**src/rtl/sd_host_arb_pkg.sv**
```systemverilog
// Shared types and widths for the two-requester SD host arbiter.
package sd_host_arb_pkg;

    typedef enum logic [1:0] {
        ST_IDLE  = 2'd0,
        ST_ISSUE = 2'd1,
        ST_XFER  = 2'd2,
        ST_DONE  = 2'd3
    } state_t;

    localparam int NUM_REQ = 2;
    localparam int LBA_W   = 32;
    localparam int BADDR_W = 9;

endpackage

```
**src/rtl/sd_host_arb_rr_arb2.sv**
```systemverilog
// Two-input round-robin grant: combinational, no state of its own.
module rr_arb2
    import sd_host_arb_pkg::*;
(
    input  logic [NUM_REQ-1:0] i_req,
    input  logic               i_last,
    output logic               o_valid,
    output logic               o_gnt
);

    // Requester 1 wins when alone, or on a tie when requester 0 was served last
    always_comb begin
        o_valid = |i_req;
        o_gnt   = i_req[1] & (~i_req[0] | ~i_last);
    end

endmodule

```
**src/rtl/sd_host_arb.sv**
```systemverilog
// Shares one SD host port between two block-level requesters.
// Grants round-robin, forwards the sector transfer to the granted
// requester only, and aborts a transaction that exceeds TIMEOUT cycles.
module sd_host_arb
    import sd_host_arb_pkg::*;
#(
    parameter logic [23:0] TIMEOUT = 24'd10_000_000
)(
    input  logic               clk_sys,
    input  logic               res_n,
    input  logic [LBA_W-1:0]   req0_lba,
    input  logic               req0_rd,
    input  logic               req0_wr,
    output logic               req0_ack,
    output logic [BADDR_W-1:0] req0_buff_addr,
    output logic [7:0]         req0_buff_dout,
    output logic               req0_buff_wr,
    input  logic [7:0]         req0_buff_din,
    input  logic [LBA_W-1:0]   req1_lba,
    input  logic               req1_rd,
    input  logic               req1_wr,
    output logic               req1_ack,
    output logic [BADDR_W-1:0] req1_buff_addr,
    output logic [7:0]         req1_buff_dout,
    output logic               req1_buff_wr,
    input  logic [7:0]         req1_buff_din,
    output logic [LBA_W-1:0]   sd_lba,
    output logic               sd_rd,
    output logic               sd_wr,
    input  logic               sd_ack,
    input  logic [BADDR_W-1:0] sd_buff_addr,
    input  logic [7:0]         sd_buff_dout,
    input  logic               sd_buff_wr,
    output logic [7:0]         sd_buff_din,
    output logic               act,
    output logic               err
);

    state_t             r_state;
    logic               r_last;
    logic               r_gnt;
    logic               r_sd_rd;
    logic               r_sd_wr;
    logic               r_err;
    logic [LBA_W-1:0]   r_lba;
    logic [23:0]        r_cnt;

    logic [NUM_REQ-1:0] w_req;
    logic               w_valid;
    logic               w_gnt;
    logic               w_gnt_rd;
    logic               w_gnt_req;
    logic               w_timeout;

    assign w_req     = {req1_rd | req1_wr, req0_rd | req0_wr};
    // rd and wr both high is served as a read
    assign w_gnt_rd  = w_gnt ? req1_rd : req0_rd;
    assign w_gnt_req = r_gnt ? w_req[1] : w_req[0];
    // Counter is 0 on the first ISSUE cycle, so the abort lands TIMEOUT cycles after entry
    assign w_timeout = (r_cnt == TIMEOUT - 24'd1);

    rr_arb2 u_arb (
        .i_req   (w_req),
        .i_last  (r_last),
        .o_valid (w_valid),
        .o_gnt   (w_gnt)
    );

    // Transaction FSM: grant, issue to host, transfer, one-cycle wrap-up
    always_ff @(posedge clk_sys) begin
        if (!res_n) begin
            r_state <= ST_IDLE;
            r_last  <= 1'b1;
            r_gnt   <= 1'b0;
            r_sd_rd <= 1'b0;
            r_sd_wr <= 1'b0;
            r_err   <= 1'b0;
            r_lba   <= '0;
            r_cnt   <= '0;
        end else begin
            r_err <= 1'b0;
            case (r_state)
                ST_IDLE: begin
                    if (w_valid) begin
                        r_gnt   <= w_gnt;
                        r_lba   <= w_gnt ? req1_lba : req0_lba;
                        r_sd_rd <= w_gnt_rd;
                        r_sd_wr <= ~w_gnt_rd;
                        r_cnt   <= '0;
                        r_state <= ST_ISSUE;
                    end
                end
                ST_ISSUE: begin
                    r_cnt <= r_cnt + 24'd1;
                    if (w_timeout) begin
                        r_sd_rd <= 1'b0;
                        r_sd_wr <= 1'b0;
                        r_err   <= 1'b1;
                        r_last  <= r_gnt;
                        r_state <= ST_IDLE;
                    end else if (sd_ack) begin
                        r_sd_rd <= 1'b0;
                        r_sd_wr <= 1'b0;
                        r_state <= ST_XFER;
                    end else if (!w_gnt_req) begin
                        // Requester withdrew before the host took it: no ack, no turn used
                        r_sd_rd <= 1'b0;
                        r_sd_wr <= 1'b0;
                        r_state <= ST_IDLE;
                    end
                end
                ST_XFER: begin
                    r_cnt <= r_cnt + 24'd1;
                    if (w_timeout) begin
                        r_err   <= 1'b1;
                        r_last  <= r_gnt;
                        r_state <= ST_IDLE;
                    end else if (!sd_ack) begin
                        r_state <= ST_DONE;
                    end
                end
                ST_DONE: begin
                    r_last  <= r_gnt;
                    r_state <= ST_IDLE;
                end
                default: r_state <= ST_IDLE;
            endcase
        end
    end

    // Route the host buffer port to the granted requester during XFER only
    always_comb begin
        req0_ack       = 1'b0;
        req0_buff_addr = '0;
        req0_buff_dout = '0;
        req0_buff_wr   = 1'b0;
        req1_ack       = 1'b0;
        req1_buff_addr = '0;
        req1_buff_dout = '0;
        req1_buff_wr   = 1'b0;
        sd_buff_din    = '0;
        if (r_state == ST_XFER) begin
            if (r_gnt) begin
                req1_ack       = sd_ack;
                req1_buff_addr = sd_buff_addr;
                req1_buff_dout = sd_buff_dout;
                req1_buff_wr   = sd_buff_wr;
                sd_buff_din    = req1_buff_din;
            end else begin
                req0_ack       = sd_ack;
                req0_buff_addr = sd_buff_addr;
                req0_buff_dout = sd_buff_dout;
                req0_buff_wr   = sd_buff_wr;
                sd_buff_din    = req0_buff_din;
            end
        end
    end

    assign sd_lba = r_lba;
    assign sd_rd  = r_sd_rd;
    assign sd_wr  = r_sd_wr;
    assign act    = (r_state != ST_IDLE);
    assign err    = r_err;

endmodule

```
**config.mk**
```make
export PLATFORM = sky130hd
export DESIGN_NAME = sd_host_arb
export DESIGN_NICKNAME = d
export VERILOG_FILES = /design/src/rtl/sd_host_arb_pkg.sv /design/src/rtl/sd_host_arb_rr_arb2.sv /design/src/rtl/sd_host_arb.sv
export SDC_FILE = /design/constraint.sdc
export NUM_CORES = 1
export LEC_CHECK = 0
export BUFFER_PORTS_ARGS = -buffer_cell sky130_fd_sc_hd__buf_2
export CAP_MARGIN = 20
export CORE_MARGIN = 2
export CORE_UTILIZATION = 45
export CTS_CLUSTER_DIAMETER = 40
export DETAILED_ROUTE_END_ITERATION = 10
export HOLD_SLACK_MARGIN = 0.06
export PLACE_DENSITY = 0.89
export SYNTH_ARGS = -nofsm -noshare
export SYNTH_HDL_FRONTEND = slang
export SYNTH_SLANG_ARGS = --single-unit
```
**constraint.sdc**
```tcl
create_clock -name clk_sys -period 2.9 [get_ports clk_sys]
set_clock_uncertainty 0.15 [all_clocks]
set_input_delay 0.87 -clock clk_sys [delete_from_list [all_inputs] [get_ports clk_sys]]
set_output_delay 0.87 -clock clk_sys [all_outputs]
set_load 0.05 [all_outputs]
```
* After elaboration in Yosys (flattened, before gate mapping)
Cells that the tools add are included.
** Cells by class
- Add/sub/neg operators :: 1
- Equality and inequality tests :: 8
- Muxes and demuxes :: 40
- Bitwise operators :: 7
- Reductions and logical operators :: 13
** Operators with widths (number)
- $mux W8 :: 6
- $pmux W24 S2 :: 1
- $mux W9 :: 4
- $mux W32 :: 1
- $add A24 B1 Y24 const B :: 1
- $eq A24 B24 Y1 const B :: 1
- $mux W24 :: 1
- $mux W1 :: 17
- $mux W2 :: 6
- $pmux W2 S4 :: 1
- $reduce_and A2 Y1 :: 4
- $reduce_bool A2 Y1 :: 4
- $pmux W1 S2 :: 3
- $reduce_and A3 Y1 :: 2
- $eq A2 B2 Y1 const B :: 2
- $ne A2 B1 Y1 const B :: 2
- $ne A4 B4 Y1 const B :: 1
- $reduce_or A2 Y1 :: 2
- $ne A3 B3 Y1 const B :: 1
- $not A1 Y1 :: 3
- $or A1 B1 Y1 :: 3
- $eq A2 B1 Y1 const B :: 1
- $logic_not A2 Y1 :: 1
- $and A1 B1 Y1 :: 1
** Word-level totals
- Register bits :: 63
- Bits of input ports :: 105
- Output and inout bits :: 82

* Depth between registers and ports, before layout
Gate-level depths: netlist of run 1.
- Depth in word-level cells :: 8
- Depth in mapped cells :: 7
- Mapped depth without buffers :: 7

* By module
Synthesis of run 1 repeated with hierarchy kept, for this count alone.
** Unflattened totals
- Cells, all modules :: 406
- Area total of the unflattened synthesis :: 3562.2 um^2
** Modules (own cells, without submodules)
- sd_host_arb :: instances 1, cells an instance 404, area each 3548.4 um^2, seq. area each 1261.2 um^2
- rr_arb2 :: instances 1, cells an instance 2, area each 13.8 um^2, seq. area each 0.0 um^2

* Least setup slack after synthesis of run 1
OpenSTA, ideal clock, no wires.
- Path kind :: register to output
- Start point :: register r_gnt
- End point :: output port sd_buff_din[0]
- Arrival time :: 1.639 ns
- Required time :: 1.880 ns
- Slack :: 0.241 ns
- Stages on the path, launching flop included :: 4
- Path buffers :: 1
- Cell sequence :: dfxtp_1 > buf_1 > mux2i_1 > nor2b_1
** On the way
- Longest elaborated chain between the ends :: 2
** Ends and longest elaborated chain
- start: declaration :: line sd_host_arb.sv:41 : logic r_gnt;
- start signal: assignment :: line sd_host_arb.sv:85 : r_gnt <= w_gnt;
- $mux W8 :: line sd_host_arb.sv:143 : if (r_gnt) begin
- $mux W8 :: line sd_host_arb.sv:142 : if (r_state == ST_XFER) begin
- end: declaration :: line sd_host_arb.sv:34 : output logic [7:0] sd_buff_din,
No other way between the ends.

* Worst setup path in the final report of run 1
- Start point :: register r_state[0]
- End point :: output port req0_buff_dout[1]
** On the way
- Longest elaborated chain between the ends :: 2
** Ends and longest elaborated chain
- start: declaration :: line sd_host_arb.sv:39 : state_t r_state;
- start signal: assignment :: line sd_host_arb.sv:72 : r_state <= ST_IDLE;
- start signal: assignment :: line sd_host_arb.sv:90 : r_state <= ST_ISSUE;
- start signal: assignment :: line sd_host_arb.sv:100 : r_state <= ST_IDLE;
- $eq A2 B2 Y1 :: line sd_host_arb.sv:142
- $mux W8 :: line sd_host_arb.sv:142
- end: declaration :: line sd_host_arb.sv:16 : output logic [7:0] req0_buff_dout,
No other way between the ends.

==> reports/metrics.yaml, run 1 <==
status: "completed"
die_w_um: 91.7
cts_hold_buf: 0
die_area_um2: 8420
start_util_pct: 47.0
crit_chain: "inv_1 > ha_1 > nor2b_4 > and2_1 > buf_2"
rows: 31
tns_ns: 0
synth_top_area_share_pct: 36.4
fin_nets: 685
design.core.area_um2: 7370
finalSetupViolCount: 0
postRouteAntennaNets: 0
yosys.cell_types.count: 45
grt_pass1_wl_mm: 15.5
dr.pass1.iters: 6
grtUsageMet1_pct: 24.3
cp.arrival_ns: 1.73
reg2reg_slack_ns: 0.42
viasPerCell: 5.28
rr_worst_depth: 7
gp_congestion: 0.837
ys_ff_latch: 63
ys.warnings.count: 0
routedWlPerCell_um: 14.6
numCtsBuffers: 9
post-route-period-util_pct: 95.0
worst_pin_slew_ns: 0.608
antenna_found_initial: 0
io_pins: 187
grt_max_degree: 65
cp_slowest_cell: "dfxtp_1"
end_kind: "primary output"
post_cts_buffers: 0
setup.worst_path.class: "reg2out"
multi_input_area_um2: 2110
powerDensity_nw_per_um2: 536
clkSinkCount: 63
port_buffers: 186
reg2reg_to: "r_cnt[13]"
antenna_cells: 0
post-route-util_pct: 64.1
endpoint: "req0_buff_dout[1]"
grt-busiest-layer: "met2"
drt_first_iter_violations: 115
critPathRequiredTime_ns: 1.88
fill_cells: 608
crit_cells: 5
crit_buf_inv: 2
cts_max_path_buffers: 2
crit_path_start_kind: "flip-flop"
clk_latency_ns: 0.35
cp_top_family: "simple AND/OR/NAND/NOR gates"
startpoint: "r_state[0]"
ys.flop_type: "dfxtp_1"
route.detailed.drc: 0
holdCritPathClass: "reg2reg"
first_global_vias: 3401
slew_viol_final: 0
htree_levels: 3
register_area_um2: 1260
synth_area_per_cell_um2: 8.79
die_height_um: 91.7
vias: 3582
slew_headroom_pct: 59.4
synth-edff-count: 0
synth_fp_nets: 504
async_flop_share_pct: 0
power_leakage_nw: 2.43
ys_seq_area_share_pct: 36.4
hpwlAfterDp_mm: 7.70
netlist_instances: 394
irDropWorstVdd_uv: 454
yosysTopAreaCell: "dfxtp_1"
drt_wl_total_mm: 9.91
clock.fmax_mhz: 363
path_max_fanout: 19
rr_startpoint: "r_state[1]"
grt_util_met2_pct: 42.0
grt_usage_pct: 22.4
worst_path_largest_cell_delay_ns: 0.34
cts_tree: "built"
hold_violations: 0
drive_gt1_share_pct: 38.3
rsz0062_at_grt: "no"
overflow: 0
clk_pin_slew_ns: 0.07
use_met3_pct: 5.09
syn2layout_area_growth_pct: 36.4
clockRootBuffer: "clkbuf_8"
drv_cap: 0
syn_area_um2: 3460
min_period_ns: 2.75
synth_area_leaders: "dfxtp_1 (36%), mux2i_1 (12%), a211oi_1 (7.2%)"
==> cells by family (layout without fill, tap and decap cells) <==
logic type / Yosys count / in the layout / synth area share [%]
AO/OA/AOI/OAI: 59 / 59 / 14.0
XOR/XNOR: 21 / 21 / 5.31
adder cells (fa/ha/maj): 5 / 5 / 1.81
buffers and inverters: 32 / 218 / 3.68
flip-flops: 63 / 63 / 36.4
multiplexers: 41 / 41 / 11.9
AND/OR/NAND/NOR: 173 / 173 / 26.9
==> worst register-to-register path, stage by stage, from the launching register on <==
cell and delay, ns:
dfxtp_1 0.40, inv_1 0.09, ha_1 0.41, nand2b_1 0.22, a2111oi_4 0.68, nor2b_1 0.24
xnor2_1 0.13, nor2_1 0.05
==> metrics by stage <==
stage | setup WS (ns) | cell area, µm² | hold WS, ns | instances | power [mW]
floorplan | 0.241 | 3460 | 0.329 | 394 | 1.54
global placement | 0.257 | 4510 | 0.324 | 663 | 1.75
detailed placement | 0.126 | 4510 | 0.327 | 663 | 1.77
CTS | 0.000978 | 4720 | 0.340 | 679 | 2.54
global route | 0.0295 | 4730 | 0.367 | 679 | 2.64
finish | 0.146 | 4730 | 0.338 | 679 | 2.53
==> synthesized netlist by cell type (all sizes together) (2+ instances only) <==
cell type  count
buf            7
dfxtp         63
nand2         13
a21oi          7
nand2b         4
clkbuf        16
nor2b         10
a211oi        33
mux2i         40
xnor2          3
xor2          18
nor3           4
nor4           3
o21ai          7
a2bb2oi        2
inv            9
nand3         16
nor2          63
and3          21
and2          20
a2111oi        3
ha             5
nand4         11
==> where the power goes <==
| part | leakage (nW) | switching, mW | internal (mW) |
|---|---|---|---|
| Sequential | 0.517 | 0.0419 | 0.941 |
| Clock | 0.100 | 0.368 | 0.406 |
| Combinational | 1.81 | 0.544 | 0.230 |
==> how the worst min path moves through the flow <==
stage | from | endpoint | slack [ns] | cells after the start
final | sd_wr | sd_wr | 0.34 | 2
after global routing | sd_lba[26] | sd_lba[26] | 0.37 | 2
after detailed placement | sd_wr | sd_wr | 0.33 | 2
after CTS | sd_wr | sd_wr | 0.34 | 2
after global placement | sd_wr | sd_wr | 0.32 | 2
after floorplan | r_cnt[23] | r_cnt[23] | 0.33 | 2
==> sequential cells by signal, indices dropped and copies added (netlist names) <==
register and cells:
sd_lba 32, r_cnt 24, r_state 2, err 1
r_gnt 1, r_last 1, sd_rd 1, sd_wr 1
==> cell usage in the layout, fill, tap and decap left out, drive strengths merged, types with 13 or more instances in the layout <==
cell type / count
nor2: 63
buf: 193
dfxtp: 63
nand2: 13
mux2i: 40
a211oi: 33
and2: 20
nand3: 16
and3: 21
xor2: 18
==> layer usage <==
layer	part of all wire, %	vias to the layer above
met1	39	1634
li1	-	1775
met4	2.5	0
met2	53	150
met3	5.7	23
met5	0	-
==> layout make-up <==
| type | instances | area share (%) |
|---|---|---|
| well taps | 99 | 2.62 |
| clock buffers | 9 | 2.62 |
| clock inverters | 7 | 1.72 |
| repair buffers | 193 | 21.1 |
| flip-flops and latches | 63 | 26.7 |
| multi-input cells | 299 | 44.6 |
| inverters | 9 | 0.715 |
==> what timing repair did <==
item | CTS | global route
gates cloned | 0 | 0
gates resized for setup | 1 | 1
setup endpoints to repair | 19 | 19
No activity file was read; power rests on OpenSTA's default activity.
==> run 2: changes to the inputs <==
- REMOVE_ABC_BUFFERS: unset -> 1
==> run 2 against run 1 <==
Against the previous run: total power up 3.9%; worst hold slack lost 0.022 ns; global-route usage increased by 0.89 points; clock power up 12%; worst setup slack lost 0.039 ns; die area is the same.
==> reports/metrics.yaml, run 2 (same netlist as run 1, synthesis figures left out) <==
routedWlPerCell_um: 15.1
path_max_fanout: 19
drt_first_iter_violations: 143
postRouteAntennaNets: 0
crit_buf_inv: 2
clkSinkCount: 63
slew_headroom_pct: 57.4
vias: 3597
rsz0062_at_grt: "no"
fin_cells: 681
crit_chain: "inv_1 > ha_1 > nor2b_4 > and2_1 > buf_2"
drt_wl_total_mm: 10.3
setup.worst_path.class: "reg2out"
numCtsBuffers: 9
power_leakage_nw: 2.45
post_cts_buffers: 0
clock.fmax_mhz: 358
mostFrequentLayoutCells: "buf_2 (186), nor2_1 (63), dfxtp_1 (63)"
cp_top_family: "simple AND/OR/NAND/NOR gates"
largest_register_ff_count: 32
die_w_um: 91.7
worst_pin_slew_ns: 0.635
drv_cap: 0
slew_viol_final: 0
die_height_um: 91.7
dr.pass1.iters: 4
grt_usage_pct: 23.3
htree_levels: 3
cts_tree: "built"
hpwlAfterDp_mm: 7.66
clk_latency_ns: 0.35
route.detailed.drc: 0
fin_nets: 687
port_buffers: 186
powerDensity_nw_per_um2: 550
first_global_vias: 3389
fill_cells: 577
drive_gt1_share_pct: 38.5
gp_congestion: 0.840
worst_path_largest_cell_delay_ns: 0.34
grt_max_degree: 65
io_pins: 187
viasPerCell: 5.28
placed_cells: 664
clk_pin_slew_ns: 0.07
design.core.area_um2: 7370
whs_ns: 0.316
start_util_pct: 47.0
layout_commonest_cell: "buf_2"
min_period_ns: 2.79
cp_slowest_cell: "dfxtp_1"
post-route-period-util_pct: 96.3
hold_violations: 0
holdCritPathClass: "reg2reg"
syn2layout_area_growth_pct: 37.9
cts_max_path_buffers: 2
grt_pass1_wl_mm: 15.8
antenna_cells: 0
cp.arrival_ns: 1.77
finalSetupViolCount: 0
irDropWorstVdd_uv: 408
end_kind: "primary output"
tns_ns: 0
overflow: 0
critPathRequiredTime_ns: 1.88
antenna_found_initial: 0
status: "completed"
rows: 31
die_area_um2: 8420
crit_path_start_kind: "flip-flop"
clockRootBuffer: "clkbuf_8"
## run 2: metal layers
metal  share of wire, %  routed length (µm)  GRT usage, %
met1                 39                4000          24.7
met2                 53                5420          44.1
met3                5.9                 608          4.77
met4                2.2                 221          10.1
met5                  0                   0             0
## run 2: path summary, 6_finish.rpt
check / start / endpoint / slack (ns) / depth (start not counted)
hold reg to reg: sd_rd / sd_rd / 0.32 / 2
setup reg to reg: r_state[0] / r_cnt[21] / 0.41 / 7
setup / recovery: r_state[0] / req0_buff_addr[1] / 0.11 / 5
hold / removal: sd_rd / sd_rd / 0.32 / 2
## run 2: cell type report
class	instances	area (µm²)	share of cell area (%)
flip-flops and latches	63	1260	26.4
clock buffers	10	138	2.88
well taps	99	124	2.59
repair buffers	195	1020	21.4
clock inverters	6	92.6	1.94
inverters	9	33.8	0.707
multi-input cells	299	2110	44.1
## run 2: power breakdown
part	switching [mW]	internal, mW
combinational	0.548	0.232
sequential	0.0408	0.941
clock	0.358	0.511
total	0.946	1.68
## run 2: per-stage QoR
step	power (mW)	area (µm²)	util [%]	setup slack, ns
after floorplan	1.54	3370	-	-1.05
after global placement	1.75	4520	61.3	0.158
after CTS	2.63	4760	64.6	0.121
after global routing	2.74	4780	64.8	0.0218
after detailed placement	1.77	4520	61.3	0.0594
final	2.63	4780	64.8	0.108
## run 2: worst min-delay path: stages (launching register included)
cell and delay (ns):
dfxtp_1 0.31, nand2_1 0.05, o21ai_0 0.06
## run 2: repair_timing
action                                  in CTS  in global routing
hold buffers                                 0                  0
endpoints found under the setup margin      19                  0
resized for setup                            2                  0
